**src/rtl/regfile_wb_arbiter_if.sv**
```systemverilog
// Purpose : bundles the writeback-stage bus (ALU result, load return, scoreboard, register file write port).
// Latency : none; wires only.
// Backpressure: alu_valid/alu_ready is the only stalling handshake; loads and busy-set cannot be refused.
//
// Modports:
//   slave  - the writeback arbiter (consumes results, drives the register file port and scoreboard)
//   master - the surrounding pipeline / bench (produces results, observes write port and scoreboard)
interface regfile_wb_arbiter_if #(
  parameter int XLEN           = 32,
  parameter int ALU_FIFO_DEPTH = 2
);
  localparam int CW = $clog2(ALU_FIFO_DEPTH) + 1;

  // ALU result channel (valid/ready)
  logic            alu_valid;
  logic            alu_ready;
  logic [4:0]      alu_rd;
  logic [XLEN-1:0] alu_data;

  // Load return channel (always accepted)
  logic            ld_valid;
  logic [4:0]      ld_rd;
  logic [XLEN-1:0] ld_data;

  // Scoreboard set from the issue stage, and the scoreboard itself
  logic            busy_set_valid;
  logic [4:0]      busy_set_rd;
  logic [31:0]     busy;

  // Register file write port
  logic            rf_we;
  logic [4:0]      rf_waddr;
  logic [XLEN-1:0] rf_wdata;

  // ALU buffer occupancy
  logic [CW-1:0]   fifo_count;

  modport slave (
    input  alu_valid, alu_rd, alu_data,
    input  ld_valid, ld_rd, ld_data,
    input  busy_set_valid, busy_set_rd,
    output alu_ready, busy, rf_we, rf_waddr, rf_wdata, fifo_count
  );

  modport master (
    output alu_valid, alu_rd, alu_data,
    output ld_valid, ld_rd, ld_data,
    output busy_set_valid, busy_set_rd,
    input  alu_ready, busy, rf_we, rf_waddr, rf_wdata, fifo_count
  );
endinterface

```
**src/rtl/regfile_wb_arbiter.sv**
```systemverilog
// Purpose : writeback arbiter in front of the 32x32 register file write port. Loads have absolute
//           priority; ALU results are buffered in a small FIFO and drained whenever no load is writing.
//           A 32-bit pending-load scoreboard is kept alongside for the issue stage.
// Ports   : clk, rst_n (async, active low) plus regfile_wb_arbiter_if.slave carrying
//           alu_valid/alu_ready/alu_rd/alu_data, ld_valid/ld_rd/ld_data, busy_set_valid/busy_set_rd,
//           busy, rf_we/rf_waddr/rf_wdata, fifo_count.
// Option  : define WB_BYPASS_EN to let an ALU result skip the empty FIFO and reach the write port
//           on the edge it is accepted. Undefined (default), every ALU result passes through the FIFO.

// Purpose : generic synchronous FIFO, registered head, power-of-two depth.
// Latency : an entry pushed at edge E is visible at head_dat after E.
// Backpressure: none internally; caller must not push when full nor pop when empty.
module fifo #(
  parameter int WIDTH = 8,
  parameter int DEPTH = 2
) (
  input  logic                       clk,
  input  logic                       rst_n,
  input  logic                       push_vld,
  input  logic [WIDTH-1:0]           push_dat,
  input  logic                       pop_rdy,
  output logic [WIDTH-1:0]           head_dat,
  output logic [$clog2(DEPTH):0]     count
);
  localparam int PW = $clog2(DEPTH);
  localparam int CW = $clog2(DEPTH) + 1;

  logic [PW-1:0]    wr_ptr_q, wr_ptr_d;
  logic [PW-1:0]    rd_ptr_q, rd_ptr_d;
  logic [CW-1:0]    count_q, count_d;
  logic [WIDTH-1:0] mem_q [DEPTH];
  logic [WIDTH-1:0] mem_d [DEPTH];

  // Pointers are exactly PW bits wide, so DEPTH being a power of two makes
  // the natural overflow the modulo-DEPTH wrap.
  always_comb begin
    mem_d    = mem_q;
    wr_ptr_d = wr_ptr_q;
    rd_ptr_d = rd_ptr_q;
    count_d  = count_q;
    if (push_vld) begin
      mem_d[wr_ptr_q] = push_dat;
      wr_ptr_d        = wr_ptr_q + PW'(1);
    end
    if (pop_rdy) begin
      rd_ptr_d = rd_ptr_q + PW'(1);
    end
    case ({push_vld, pop_rdy})
      2'b10:   count_d = count_q + CW'(1);
      2'b01:   count_d = count_q - CW'(1);
      default: count_d = count_q;
    endcase
  end

  always_ff @(posedge clk or negedge rst_n) begin
    if (!rst_n) begin
      wr_ptr_q <= '0;
      rd_ptr_q <= '0;
      count_q  <= '0;
      for (int i = 0; i < DEPTH; i++) begin
        mem_q[i] <= '0;
      end
    end else begin
      wr_ptr_q <= wr_ptr_d;
      rd_ptr_q <= rd_ptr_d;
      count_q  <= count_d;
      mem_q    <= mem_d;
    end
  end

  assign head_dat = mem_q[rd_ptr_q];
  assign count    = count_q;
endmodule

// Purpose : merges load returns and buffered ALU results onto the register file write port; tracks pending loads.
// Latency : load 1 cycle; ALU 2 cycles through the FIFO (1 cycle when bypassing an empty FIFO with WB_BYPASS_EN).
// Backpressure: alu_ready deasserts while the FIFO holds ALU_FIFO_DEPTH entries; loads are never refused.
module regfile_wb_arbiter #(
  parameter int XLEN           = 32,
  parameter int ALU_FIFO_DEPTH = 2
) (
  input  logic                 clk,
  input  logic                 rst_n,
  regfile_wb_arbiter_if.slave  wb
);
  localparam int CW = $clog2(ALU_FIFO_DEPTH) + 1;
  localparam logic [CW-1:0] DEPTH_C = CW'(ALU_FIFO_DEPTH);

  typedef struct packed {
    logic [4:0]      rd;
    logic [XLEN-1:0] data;
  } wb_entry_t;

  wb_entry_t       alu_ent;
  wb_entry_t       head_ent;
  logic [CW-1:0]   count;

  logic            alu_acc;     // ALU handshake completes this edge
  logic            alu_keep;    // accepted and worth writing (rd != x0)
  logic            ld_win;      // load owns the write port this edge
  logic            fifo_nempty;
  logic            bypass;
  logic            push_vld;
  logic            pop_rdy;

  logic            rf_we_q,    rf_we_d;
  logic [4:0]      rf_waddr_q, rf_waddr_d;
  logic [XLEN-1:0] rf_wdata_q, rf_wdata_d;
  logic [31:0]     busy_q,     busy_d;

  // Ready comes only from the registered count: a pop on the same edge does
  // not open a slot early, which keeps alu_ready off any combinational path
  // from ld_valid.
  assign wb.alu_ready = (count < DEPTH_C);

  assign alu_ent.rd   = wb.alu_rd;
  assign alu_ent.data = wb.alu_data;

  assign alu_acc     = wb.alu_valid && wb.alu_ready;
  assign alu_keep    = alu_acc && (wb.alu_rd != 5'd0);
  assign ld_win      = wb.ld_valid && (wb.ld_rd != 5'd0);
  assign fifo_nempty = (count != '0);

`ifdef WB_BYPASS_EN
  // Only when nothing older is queued and no load wants the port can an ALU
  // result go straight to the output registers without reordering anything.
  assign bypass = alu_keep && !fifo_nempty && !ld_win;
`else
  assign bypass = 1'b0;
`endif

  assign push_vld = alu_keep && !bypass;
  // A load with rd == x0 is dropped, so it does not block the FIFO head.
  assign pop_rdy  = fifo_nempty && !ld_win;

  fifo #(
    .WIDTH ($bits(wb_entry_t)),
    .DEPTH (ALU_FIFO_DEPTH)
  ) u_alu_fifo (
    .clk      (clk),
    .rst_n    (rst_n),
    .push_vld (push_vld),
    .push_dat (alu_ent),
    .pop_rdy  (pop_rdy),
    .head_dat (head_ent),
    .count    (count)
  );

  // Write-port selection: load, else FIFO head, else bypassed ALU result.
  // Address/data hold when idle so the register file sees a quiet bus.
  always_comb begin
    rf_we_d    = 1'b0;
    rf_waddr_d = rf_waddr_q;
    rf_wdata_d = rf_wdata_q;
    if (ld_win) begin
      rf_we_d    = 1'b1;
      rf_waddr_d = wb.ld_rd;
      rf_wdata_d = wb.ld_data;
    end else if (pop_rdy) begin
      rf_we_d    = 1'b1;
      rf_waddr_d = head_ent.rd;
      rf_wdata_d = head_ent.data;
    end else if (bypass) begin
      rf_we_d    = 1'b1;
      rf_waddr_d = alu_ent.rd;
      rf_wdata_d = alu_ent.data;
    end
  end

  // Scoreboard: the set is applied after the clear so a new load dispatched
  // to the same register on the edge the old one returns stays pending.
  always_comb begin
    busy_d = busy_q;
    if (ld_win) begin
      busy_d[wb.ld_rd] = 1'b0;
    end
    if (wb.busy_set_valid && (wb.busy_set_rd != 5'd0)) begin
      busy_d[wb.busy_set_rd] = 1'b1;
    end
    busy_d[0] = 1'b0;
  end

  always_ff @(posedge clk or negedge rst_n) begin
    if (!rst_n) begin
      rf_we_q    <= 1'b0;
      rf_waddr_q <= '0;
      rf_wdata_q <= '0;
      busy_q     <= '0;
    end else begin
      rf_we_q    <= rf_we_d;
      rf_waddr_q <= rf_waddr_d;
      rf_wdata_q <= rf_wdata_d;
      busy_q     <= busy_d;
    end
  end

  assign wb.rf_we      = rf_we_q;
  assign wb.rf_waddr   = rf_waddr_q;
  assign wb.rf_wdata   = rf_wdata_q;
  assign wb.busy       = busy_q;
  assign wb.fifo_count = count;
endmodule
```
**src/flat_wrapper.sv**
```systemverilog
// flat-port wrapper written by rule: the top's interface ports become plain ports
module regfile_wb_arbiter_flat 
#(
  parameter int XLEN           = 32,
  parameter int ALU_FIFO_DEPTH = 2
)
  (clk, rst_n, wb_alu_valid, wb_alu_rd, wb_alu_data, wb_ld_valid, wb_ld_rd, wb_ld_data, wb_busy_set_valid, wb_busy_set_rd, wb_alu_ready, wb_busy, wb_rf_we, wb_rf_waddr, wb_rf_wdata, wb_fifo_count);
  regfile_wb_arbiter_if #(.XLEN(XLEN), .ALU_FIFO_DEPTH(ALU_FIFO_DEPTH)) wb_i ();
  input  logic clk;
  input  logic rst_n;
  input wire logic [$bits(wb_i.alu_valid)-1:0] wb_alu_valid;
  input wire logic [$bits(wb_i.alu_rd)-1:0] wb_alu_rd;
  input wire logic [$bits(wb_i.alu_data)-1:0] wb_alu_data;
  input wire logic [$bits(wb_i.ld_valid)-1:0] wb_ld_valid;
  input wire logic [$bits(wb_i.ld_rd)-1:0] wb_ld_rd;
  input wire logic [$bits(wb_i.ld_data)-1:0] wb_ld_data;
  input wire logic [$bits(wb_i.busy_set_valid)-1:0] wb_busy_set_valid;
  input wire logic [$bits(wb_i.busy_set_rd)-1:0] wb_busy_set_rd;
  output wire logic [$bits(wb_i.alu_ready)-1:0] wb_alu_ready;
  output wire logic [$bits(wb_i.busy)-1:0] wb_busy;
  output wire logic [$bits(wb_i.rf_we)-1:0] wb_rf_we;
  output wire logic [$bits(wb_i.rf_waddr)-1:0] wb_rf_waddr;
  output wire logic [$bits(wb_i.rf_wdata)-1:0] wb_rf_wdata;
  output wire logic [$bits(wb_i.fifo_count)-1:0] wb_fifo_count;
  assign wb_i.alu_valid = wb_alu_valid;
  assign wb_i.alu_rd = wb_alu_rd;
  assign wb_i.alu_data = wb_alu_data;
  assign wb_i.ld_valid = wb_ld_valid;
  assign wb_i.ld_rd = wb_ld_rd;
  assign wb_i.ld_data = wb_ld_data;
  assign wb_i.busy_set_valid = wb_busy_set_valid;
  assign wb_i.busy_set_rd = wb_busy_set_rd;
  assign wb_alu_ready = wb_i.alu_ready;
  assign wb_busy = wb_i.busy;
  assign wb_rf_we = wb_i.rf_we;
  assign wb_rf_waddr = wb_i.rf_waddr;
  assign wb_rf_wdata = wb_i.rf_wdata;
  assign wb_fifo_count = wb_i.fifo_count;
  regfile_wb_arbiter #(.XLEN(XLEN), .ALU_FIFO_DEPTH(ALU_FIFO_DEPTH)) u_core (.clk(clk), .rst_n(rst_n), .wb(wb_i));
endmodule
```
**config.mk**
```make
export PLATFORM = sky130hd
export DESIGN_NAME = regfile_wb_arbiter_flat
export DESIGN_NICKNAME = d
export VERILOG_FILES = /design/src/rtl/regfile_wb_arbiter_if.sv /design/src/rtl/regfile_wb_arbiter.sv /design/src/flat_wrapper.sv
export SDC_FILE = /design/constraint.sdc
export NUM_CORES = 1
export LEC_CHECK = 0
export CORE_MARGIN = 1.5
export CORE_UTILIZATION = 50
export CTS_CLUSTER_DIAMETER = 100
export DETAILED_ROUTE_END_ITERATION = 8
export GPL_ROUTABILITY_DRIVEN = 0
export PLACE_DENSITY = 0.82
export SLEW_MARGIN = 10
export SYNTH_ARGS = -nofsm -noshare
export SYNTH_HDL_FRONTEND = slang
export SYNTH_SLANG_ARGS = --single-unit
```
**constraint.sdc**
```tcl
create_clock -name clk -period 2.7 [get_ports clk]
set_input_delay 0.27 -clock clk [delete_from_list [all_inputs] [get_ports clk]]
set_output_delay 0.27 -clock clk [all_outputs]
set_load 0.02 [all_outputs]
```
# == Word-level counts from Yosys, hierarchy flattened ==
# Cells that the tools add are included.
# op_classes
n_mux,19
n_reduce_logical,15
bitwise,5
addsub,4
n_eq_ne,2
magnitude_cmp,8
# ops
operator,n
two-way mux 37 bit,4
two-way mux 32 bit,4
bitwise mux 74 bit,1
demux 37 bit (select 1 bit),1
bitwise AND 32 bit,1
inverter 32 bit,1
bitwise OR 32 bit,1
nonzero test 5 bit,3
"less-than comparator 5 x 6 -> 1 bit, second input constant",2
demux 1 bit (select 5 bit),2
"greater-or-equal comparator 5 x 1 -> 1 bit, second input constant",2
two-way mux 5 bit,2
logical AND 1 bit,8
nonzero test 2 bit,3
"greater-or-equal comparator 2 bit, second input constant",2
two-way mux 1 bit,4
inverter 1 -> 2 bit,2
one-hot mux 2 bit (2 select lines),1
"adder 1 bit, second input constant",2
"adder 2 x 1 -> 2 bit, second input constant",1
"equality test 2 x 1 -> 1 bit, second input constant",1
"equality test 2 bit, second input constant",1
"less-than comparator 2 x 1 -> 1 bit, second input constant",1
"less-than comparator 2 bit, second input constant",1
2 further kinds,2
# word_totals
inputBits,84
ff_bits,147
output_inout_bits,73
wordCells,62

# == Logic depth before layout (Yosys ltp) ==
# Gate-level depths: netlist of the first run.
# depth
word_depth,9
depth_mapped,8
depth_no_buf,7

# == Hierarchy ==
# Synthesis of the first run repeated with hierarchy kept, for this count alone.
# unflattened
cells_unflattened,472
hier_area_um2,6697.7
# modules_own_cells
mod,cells_per_inst,area_per_inst_um2,n_inst
fifo,209,3497.1,1
regfile_wb_arbiter,263,3200.6,1

# == Worst setup path after synthesis of the first run ==
# Ideal clock, no wire load.
# synth_timing
path_type,register -> register
start,register u_core.u_alu_fifo.count_q[1] (netlist: u_core.u_alu_fifo.count[1])
end,register u_core.u_alu_fifo.count_q[1] (netlist: u_core.u_alu_fifo.count[1])
setup_time_ns,0.080
setup_slack_ns,0.685
n_path_buf,2
path_stages_with_launch,8
arrival_time_ns,1.935
cell_sequence,dfrtp_1 -> or2_2 -> clkbuf_1 -> buf_1 -> and2_1 -> ha_1 -> nor2_1 -> xnor2_1
# synth_lines
item,line,rtl
from (decl),regfile_wb_arbiter.sv:30,"logic [CW-1:0] count_q, count_d;"
from (signal assigned),regfile_wb_arbiter.sv:66,count_q <= count_d;
nonzero test 2 bit *,regfile_wb_arbiter.sv:122,assign fifo_nempty = (count != '0);
logical AND 1 bit *,regfile_wb_arbiter.sv:134,assign pop_rdy = fifo_nempty && !ld_win;
via u_core.pop_rdy,regfile_wb_arbiter.sv:104,logic pop_rdy;
equality test 2 x 1 -> 1 bit / equality test 2 bit (equally long branches),regfile_wb_arbiter.sv:48,"case ({push_vld, pop_rdy})"
one-hot mux 2 bit (2 select lines) / nonzero test 2 bit (equally long branches),n/a,
# Mark *: on every way through the listed nets, which the timed path passes. The rest lies on a longest branch.
# A chain may end at the register's enable or synchronous reset.

# == Final worst setup path of the first run ==
# layout_timing
start,register u_core.u_alu_fifo.count_q[1] (netlist: u_core.u_alu_fifo.count[1])
end,output wb_fifo_count[1]
# layout_lines
item,line,rtl
to (decl),flat_wrapper.sv:24,output wire logic [$bits(wb_i.fifo_count)-1:0] wb_fifo_count;
# No word-level cell between the ends.

==> reports/qor.json, run 1 <==
{
  "outcome": "finished clean",
  "mappedNetlistNets": 597,
  "tritoncts": "yes",
  "wirelength_um": 16500,
  "period_share_pct": 88.5,
  "viasPerCell": 5.73,
  "wl_cell_um": 19.2,
  "final_layout_size_suffix_gt1_share_pct": 22.4,
  "floorplan.rows": 41,
  "timing.hold.worst.class": "input pin to async pin",
  "total_global_route_track_usage_pct": 25.2,
  "antenna_found_initial": 1,
  "worst-slew-pin-transition_ns": 0.696,
  "crit_required_ns": 2.43,
  "fillers": 924,
  "antenna_violating_nets_post_route": 0,
  "floorplan.die.height_um": 117,
  "max_vdd_drop_uv": 579,
  "port-buffer-count": 155,
  "first_global_vias": 5144,
  "syn-cell-area_sq_um": 6490,
  "p_leak_nw": 3.65,
  "unrepaired_setup_endpoints_after_global_routing": "no",
  "drt_pre_antenna_iters": 5,
  "core-area_sq_um": 12600,
  "synth-seq-area-share_pct": 56.7,
  "clock_latency_ns": 0.42,
  "via_count": 4928,
  "most_common_cell_in_the_netlist": "sky130_fd_sc_hd__dfrtp_1",
  "place_hpwl_um": 11200,
  "timing.max_cap.violations": 0,
  "pwr_density_cell_nw_per_um2": 1170,
  "cts.clk_slew.worst_paths_ns": 0.06,
  "htree_levels": 4,
  "fin_worst_skew_ns": 0.00589,
  "setup-violations-final": 0,
  "max_freq_mhz": 418,
  "post-route-min-period_ns": 2.39,
  "synthCells": 512,
  "detailedRoute.firstIterationViolations": 368,
  "yosys_synthesis_warning_count": 0,
  "grt_overflow_total": 0,
  "setup.worst_path.start_class": "flip-flop",
  "post_cts.resized_instances": 0,
  "synthArstFlopShare_pct": 100,
  "io-pin-count": 157,
  "timing.slew.headroom_pct": 53.6,
  "synth_area_per_cell_sq_um": 12.7,
  "area_contributors_post_synth": "sky130_fd_sc_hd__dfrtp_1 (57%), sky130_fd_sc_hd__mux2_2 (17%), sky130_fd_sc_hd__mux2i_1 (5.7%), sky130_fd_sc_hd__o21ai_0 (4.9%), sky130_fd_sc_hd__a21oi_1 (2.9%)",
  "dieWidth_um": 117,
  "ys_seq_elements": 147,
  "grt_first_pass_wirelength_um": 26100,
  "path_class": "flip-flop to output port",
  "crit_fanout": 27,
  "ctsLongestPathBuffers": 2,
  "netlist-cell-type-count": 37,
  "setup.worst_path.end_class": "output port",
  "fin_tns_setup_ns": 0,
  "synth_area_leader": "sky130_fd_sc_hd__dfrtp_1",
  "die_outline_area_sq_um": 13700,
  "cts_made_buffers": 17,
  "initial_core_util_pct": 51.4,
  "drc": 0,
  "final_max_slew_viol_count": 0,
  "synth_edf_count": 0,
  "layout_nets": 760,
  "clock_sink_count": 147,
  "dominantRegCellSynth": "sky130_fd_sc_hd__dfrtp_1",
  "yosysTopAreaCellShare_pct": 56.7,
  "synth.cells.most_frequent": "sky130_fd_sc_hd__dfrtp_1 (147), sky130_fd_sc_hd__mux2_2 (96), sky130_fd_sc_hd__o21ai_0 (63)",
  "timing_hold_violations_final": 0,
  "worst_ep_arrival_time_ns": 2.12,
  "grt_max_degree": 77,
  "area_delta_synth_final_pct": 35.8,
  "power_consumption_mw": 10.3,
  "clock_tree.root_cell": "sky130_fd_sc_hd__clkbuf_16"
}
## placed cells by master (no fill, tap or decap), drive strengths merged, types with 2 or more instances in the layout
cell type        n
nand3            6
nor2b            3
buf             19
o21ai           65
dfrtp          147
nand2            5
or2              2
clkbuf          25
a21oi           37
clkinv           5
nor2             4
nor3            37
clkdlybuf4s50  154
or3b             4
mux2            98
nand3b           5
xnor2            4
nand2b           2
mux2i           37
a22o            13
## cell families (layout without fill, tap and decap cells)
| logic type | after synthesis | in the layout | share of synthesized area [%] |
|---|---|---|---|
| muxes | 135 | 135 | 22.7 |
| and+or+nand+nor | 75 | 75 | 6.52 |
| DFF | 147 | 147 | 56.7 |
| other | 1 | 2 | 0.0578 |
| AOI/OAI and AO/OA | 118 | 118 | 10.4 |
| buffers and inverters | 31 | 206 | 2.85 |
| adders and majority gates | 1 | 1 | 0.193 |
| xor gates and xnor gates | 4 | 4 | 0.540 |
## where the power goes
part	internal [mW]	total (mW)	switching [mW]
registers	3.20	3.91	0.713
clock network	1.33	2.17	0.844
logic	2.25	4.22	1.97
## stage by stage
stage | worst slack (ns) | cell area, sq um | hold slack, ns | instances | utilization [%]
3_3_place_gp | 0.399 | 8260 | 0.322 | 827 | 65.4
2_1_floorplan | 0.685 | 6490 | -0.0256 | 512 | -
6_report | 0.310 | 8810 | 0.427 | 860 | 69.8
4_1_cts | 0.290 | 8810 | 0.457 | 859 | 69.8
5_1_grt | 0.224 | 8810 | 0.464 | 859 | 69.8
3_5_place_dp | 0.369 | 8260 | 0.339 | 827 | 65.4
## sequential cells by signal, summed over array words and instances (netlist names)
register                    count
u_core.wb.rf_wdata             32
u_core.wb.rf_waddr              5
u_core.u_alu_fifo.mem_q        74
u_core.u_alu_fifo.rd_ptr_q      1
u_core.u_alu_fifo.wr_ptr_q      1
u_core.u_alu_fifo.count         2
u_core.wb.busy                 31
u_core.wb.rf_we                 1
## path summary, 6_finish.rpt
path | start | endpoint | slack, ns | cells after the start
worst max-delay path | u_core.u_alu_fifo.count[1] | wb_fifo_count[1] | 0.31 | 2
worst min-delay path | rst_n | u_core.wb.rf_wdata[20] | 0.43 | 2
worst max register to register | u_core.u_alu_fifo.count[1] | u_core.u_alu_fifo.mem_q[46] | 0.79 | 4
max in group asynchronous | rst_n | u_core.wb.rf_wdata[4] | 1.38 | 3
min in group clk | wb_ld_data[31] | u_core.wb.rf_wdata[31] | 0.47 | 2
worst min register to register | u_core.u_alu_fifo.mem_q[31] | u_core.u_alu_fifo.mem_q[31] | 0.50 | 1
## cell type report
class / count / area, sq um / area share (%)
sequential: 147 / 3680 / 41.8
multi-input combinational: 334 / 2630 / 29.9
timing repair buffer: 174 / 1740 / 19.7
clock buffer: 25 / 485 / 5.51
tap: 172 / 215 / 2.44
clock inverter: 6 / 55.1 / 0.625
inverter: 1 / 3.75 / 0.0426
antenna: 1 / 2.50 / 0.0284
## critical path, cell delays in order, from the launching register on
cell,delay (ns)
sky130_fd_sc_hd__dfrtp_2,0.73
sky130_fd_sc_hd__buf_4,0.33
sky130_fd_sc_hd__clkdlybuf4s50_1,0.64
## timing repair
| item | in CTS | in global routing |
|---|---|---|
| hold buffers | 1 | 0 |
| setup buffers | 0 | 0 |
| endpoints found under the hold margin | 73 | 0 |
## metal layers
layer / part of all wire, % / wire length, um / global-route usage, %
met2: 49 / 8050 / 41.2
met1: 42 / 6930 / 32.4
met3: 7.9 / 1300 / 6.80
met5: 0 / 0 / 0
met4: 1.6 / 260 / 9.64
(Power assumes the default switching activity.)
==> inputs of run 2 (changes only) <==
--- a/config.mk
+++ b/config.mk
@@ -6,11 +6,11 @@
 export NUM_CORES = 1
 export LEC_CHECK = 0
 export CORE_MARGIN = 1.5
-export CORE_UTILIZATION = 50
+export CORE_UTILIZATION = 54
 export CTS_CLUSTER_DIAMETER = 100
 export DETAILED_ROUTE_END_ITERATION = 8
 export GPL_ROUTABILITY_DRIVEN = 0
-export PLACE_DENSITY = 0.82
+export PLACE_DENSITY = 0.87
 export SLEW_MARGIN = 10
 export SYNTH_ARGS = -nofsm -noshare
 export SYNTH_HDL_FRONTEND = slang
==> constraint.sdc (replaced) <==
create_clock -name clk -period 2.9 [get_ports clk]
set_input_delay 0.29 -clock clk [delete_from_list [all_inputs] [get_ports clk]]
set_output_delay 0.29 -clock clk [all_outputs]
set_load 0.02 [all_outputs]
==> run 2 against run 1 <==
Hold slack gained 0.052 ns. Combinational power fell by 5%. Final cell count decreased by 3.7%. Clock skew is 0.0038 ns higher. Sequential share of layout area shrank 0.41 points. Global-route usage rose by 3.2 points. Critical endpoint unchanged.
==> reports/qor.json, run 2 (synthesis gave the netlist of run 1 again) <==
{
  "fillers": {"value": 726, "change": "-21%"},
  "most_used_cells_in_the_layout_excluding_fill_and_tap_cells": "sky130_fd_sc_hd__clkdlybuf4s50_1 (154), sky130_fd_sc_hd__dfrtp_1 (146), sky130_fd_sc_hd__mux2_2 (96), sky130_fd_sc_hd__o21ai_0 (63)",
  "antenna_found_initial": {"value": 0, "change": "-1"},
  "grt_first_pass_wirelength": {"value": 27800, "unit": "um", "change": "+6.6%"},
  "power_consumption": {"value": 10.2, "unit": "mW", "change": "-1.4%"},
  "place_hpwl": {"value": 11100, "unit": "um", "change": "-1.0%"},
  "insertedDiodeCount": {"value": 0, "change": "-1"},
  "floorplan.die.height": {"value": 113, "unit": "um", "change": "-3.7%"},
  "largest_register_ffs": {"value": 74, "change": "unchanged"},
  "post-route-min-period_ns": 2.44,
  "drt_pre_antenna_iters": {"value": 9, "change": "+4"},
  "clock_tree.root_cell": "sky130_fd_sc_hd__clkbuf_16",
  "net-switching-power": {"value": 3.38, "unit": "mW", "change": "-4.2%"},
  "timing.slew.headroom": {"value": 48.0, "unit": "%", "change": "-5.6 points"},
  "period_share_pct": 84.2,
  "critPathTopFamily": "buffers and inverters",
  "port-buffer-count": {"value": 155, "change": "unchanged"},
  "final_layout_size_suffix_gt1_share": {"value": 22.3, "unit": "%", "change": "-0.081 points"},
  "final_design_area_no_fill": {"value": 8890, "unit": "sq um", "change": "+0.92%"},
  "hold-path-cell-count": 2,
  "fin_tns_setup": {"value": 0, "unit": "ns", "change": "unchanged"},
  "area_delta_synth_final_pct": 37.1,
  "fin_worst_skew": {"value": 0.00972, "unit": "ns", "change": "+0.00383 ns"},
  "drc": {"value": 0, "change": "unchanged"},
  "clock_latency": {"value": 0.43, "unit": "ns", "change": "about the same"},
  "ctsLongestPathBuffers": {"value": 2, "change": "unchanged"},
  "grt_max_degree": {"value": 87, "change": "+13%"},
  "timing.hold.worst.start": "wb_ld_data[31]",
  "crit_required": {"value": 2.61, "unit": "ns", "change": "+0.18 ns"},
  "io-pin-count": {"value": 157, "change": "unchanged"},
  "setup_ws": {"value": 0.459, "unit": "ns", "change": "+0.149 ns"},
  "wirelength": {"value": 17200, "unit": "um", "change": "+3.9%"},
  "floorplan.rows": {"value": 39, "change": "-4.9%"},
  "crit_fanout": {"value": 17, "change": "-37%"},
  "timing.max_cap.violations": {"value": 0, "change": "unchanged"},
  "unrepaired_setup_endpoints_after_global_routing": "no",
  "first_global_vias": {"value": 5386, "change": "+4.7%"},
  "cellInternalPower": {"value": 6.78, "unit": "mW", "change": "about the same"},
  "top_register": "u_core.u_alu_fifo.mem_q",
  "dieWidth": {"value": 113, "unit": "um", "change": "-3.7%"},
  "reg2reg_slack": {"value": 0.84, "unit": "ns", "change": "+0.05 ns"},
  "pwr_density_cell": {"value": 1140, "unit": "nW/um^2", "change": "-2.3%"},
  "wl_cell": {"value": 20.7, "unit": "um", "change": "+7.9%"},
  "place_inst": {"value": 795, "change": "-3.9%"},
  "path_buf_inv": {"value": 2, "change": "unchanged"},
  "final_common_cell": "sky130_fd_sc_hd__clkdlybuf4s50_1",
  "netSwitchingFraction": {"value": 33.2, "unit": "%", "change": "-0.97 points"},
  "placement.cell_area": {"value": 8200, "unit": "sq um", "change": "-0.74%"},
  "initial_core_util": {"value": 56.1, "unit": "%", "change": "+4.7 points"},
  "die_outline_area": {"value": 12700, "unit": "sq um", "change": "-7.2%"},
  "cts_made_buffers": {"value": 17, "change": "unchanged"},
  "outcome": "finished clean",
  "layout_nets": {"value": 757, "change": "-0.39%"},
  "max_stage_delay": {"value": 0.73, "unit": "ns", "change": "about the same"},
  "final_max_slew_viol_count": {"value": 0, "change": "unchanged"},
  "detailedRoute.firstIterationViolations": {"value": 368, "change": "unchanged"},
  "layout.cells.non_filler": {"value": 828, "change": "-3.7%"},
  "setup-violations-final": {"value": 0, "change": "unchanged"},
  "max_freq_mhz": 410,
  "worst-slew-pin-transition": {"value": 0.780, "unit": "ns", "change": "+0.0847 ns"},
  "cts.clk_slew.worst_paths": {"value": 0.06, "unit": "ns", "change": "about the same"},
  "viasPerCell": {"value": 6.00, "change": "+4.8%"},
  "timing.critical_path.cells": "buf_4 -> clkdlybuf4s50_1",
  "max_vdd_drop": {"value": 672, "unit": "uV", "change": "+16%"},
  "core-area": {"value": 11600, "unit": "sq um", "change": "-8.4%"},
  "via_count": {"value": 4971, "change": "+0.87%"},
  "p_comb_share": {"value": 39.6, "unit": "%", "change": "-1.4 points"},
  "detailedPlace.worstSlack": {"value": 0.463, "unit": "ns", "change": "+0.0940 ns"},
  "htree_levels": {"value": 4, "change": "unchanged"},
  "pwr-share-seq": {"value": 35.6, "unit": "%", "change": "-2.4 points"},
  "r2r_start": "u_core.u_alu_fifo.count[1]",
  "reg2reg_to": "u_core.u_alu_fifo.mem_q[42]",
  "critical-path-slowest-cell": "sky130_fd_sc_hd__dfrtp_1",
  "tritoncts": "yes",
  "p_leak": {"value": 3.70, "unit": "nW", "change": "+1.4%"},
  "proportion_of_power_drawn_by_the_clock_network": {"value": 24.9, "unit": "%", "change": "+3.8 points"},
  "antenna_violating_nets_post_route": {"value": 0, "change": "unchanged"},
  "setup.worst_path.start_class": "flip-flop",
  "timing_hold_violations_final": {"value": 0, "change": "unchanged"},
  "worst_ep_arrival_time": {"value": 2.15, "unit": "ns", "change": "+0.03 ns"},
  "total_global_route_track_usage": {"value": 28.5, "unit": "%", "change": "+3.2 points"},
  "clock_sink_count": {"value": 147, "change": "unchanged"},
  "grt_overflow_total": {"value": 0, "change": "unchanged"},
  "rr_worst_depth": {"value": 4, "change": "unchanged"},
  "timing.hold.worst.class": "input pin to flip-flop",
  "setup.worst_path.end_class": "output port",
  "path_class": "flip-flop to output port",
  "hold_path_end": "u_core.wb.rf_wdata[31]"
}
[run 2: area by class of cell]
| class | instances | area [sq um] | area share, % |
|---|---|---|---|
| Timing Repair Buffer | 171 | 1710 | 19.3 |
| Tap cell | 143 | 179 | 2.01 |
| Multi-Input combinational cell | 334 | 2630 | 29.6 |
| Inverter | 1 | 3.75 | 0.0422 |
| Clock inverter | 9 | 198 | 2.22 |
| Sequential cell | 147 | 3680 | 41.4 |
| Clock buffer | 23 | 488 | 5.49 |
[run 2: power by group through the flow]
stage | Sequential [mW] | Clock [mW] | Combinational (mW)
after CTS | 3.60 | 2.55 | 4.03
after detailed placement | 3.61 | 0 | 3.97
after global placement | 3.55 | 0 | 3.83
final | 3.62 | 2.53 | 4.02
after global routing | 3.72 | 2.63 | 4.30
after floorplan | 3.86 | 0 | 2.13
[run 2: through the flow]
stage                     hold slack [ns]  util [%]
after floorplan                  -0.00559         -
after global placement              0.389      70.9
after detailed placement            0.406      70.9
after CTS                           0.473      76.9
after global routing                0.486      76.9
final                               0.479      76.9
[run 2: worst max-delay path by stage]
stage / start / cells after the start / endpoint
after floorplan: u_core.u_alu_fifo.count[1] / 7 / u_core.u_alu_fifo.count[1]
after global placement: wb_ld_rd[4] / 5 / u_core.wb.rf_wdata[9]
after detailed placement: wb_ld_rd[4] / 5 / u_core.wb.rf_wdata[23]
after CTS: u_core.u_alu_fifo.count[1] / 2 / wb_fifo_count[1]
after global routing: u_core.u_alu_fifo.count[1] / 2 / wb_fifo_count[1]
final: u_core.u_alu_fifo.count[1] / 2 / wb_fifo_count[1]
[run 2: per-layer routing]
layer,wire length (um),global-route usage [%],vias to the layer above
li1,-,-,2196
met1,7020,35.9,2500
met2,8530,47.6,247
met3,1330,7.72,28
met4,303,10.0,0
met5,0,0,-
[run 2: worst reg2reg max path, cell delays in order (launching register included)]
cell                      delay, ns
sky130_fd_sc_hd__dfrtp_1       0.60
sky130_fd_sc_hd__nor3b_2       0.60
sky130_fd_sc_hd__o21ai_4       0.24
sky130_fd_sc_hd__buf_12        0.22
sky130_fd_sc_hd__mux2_2        0.28
[run 2: timing repair]
item | CTS | global route
gates resized for setup | 0 | 0
hold endpoints to repair | 85 | 0
buffers inserted | 0 | 0
hold buffers | 1 | 0
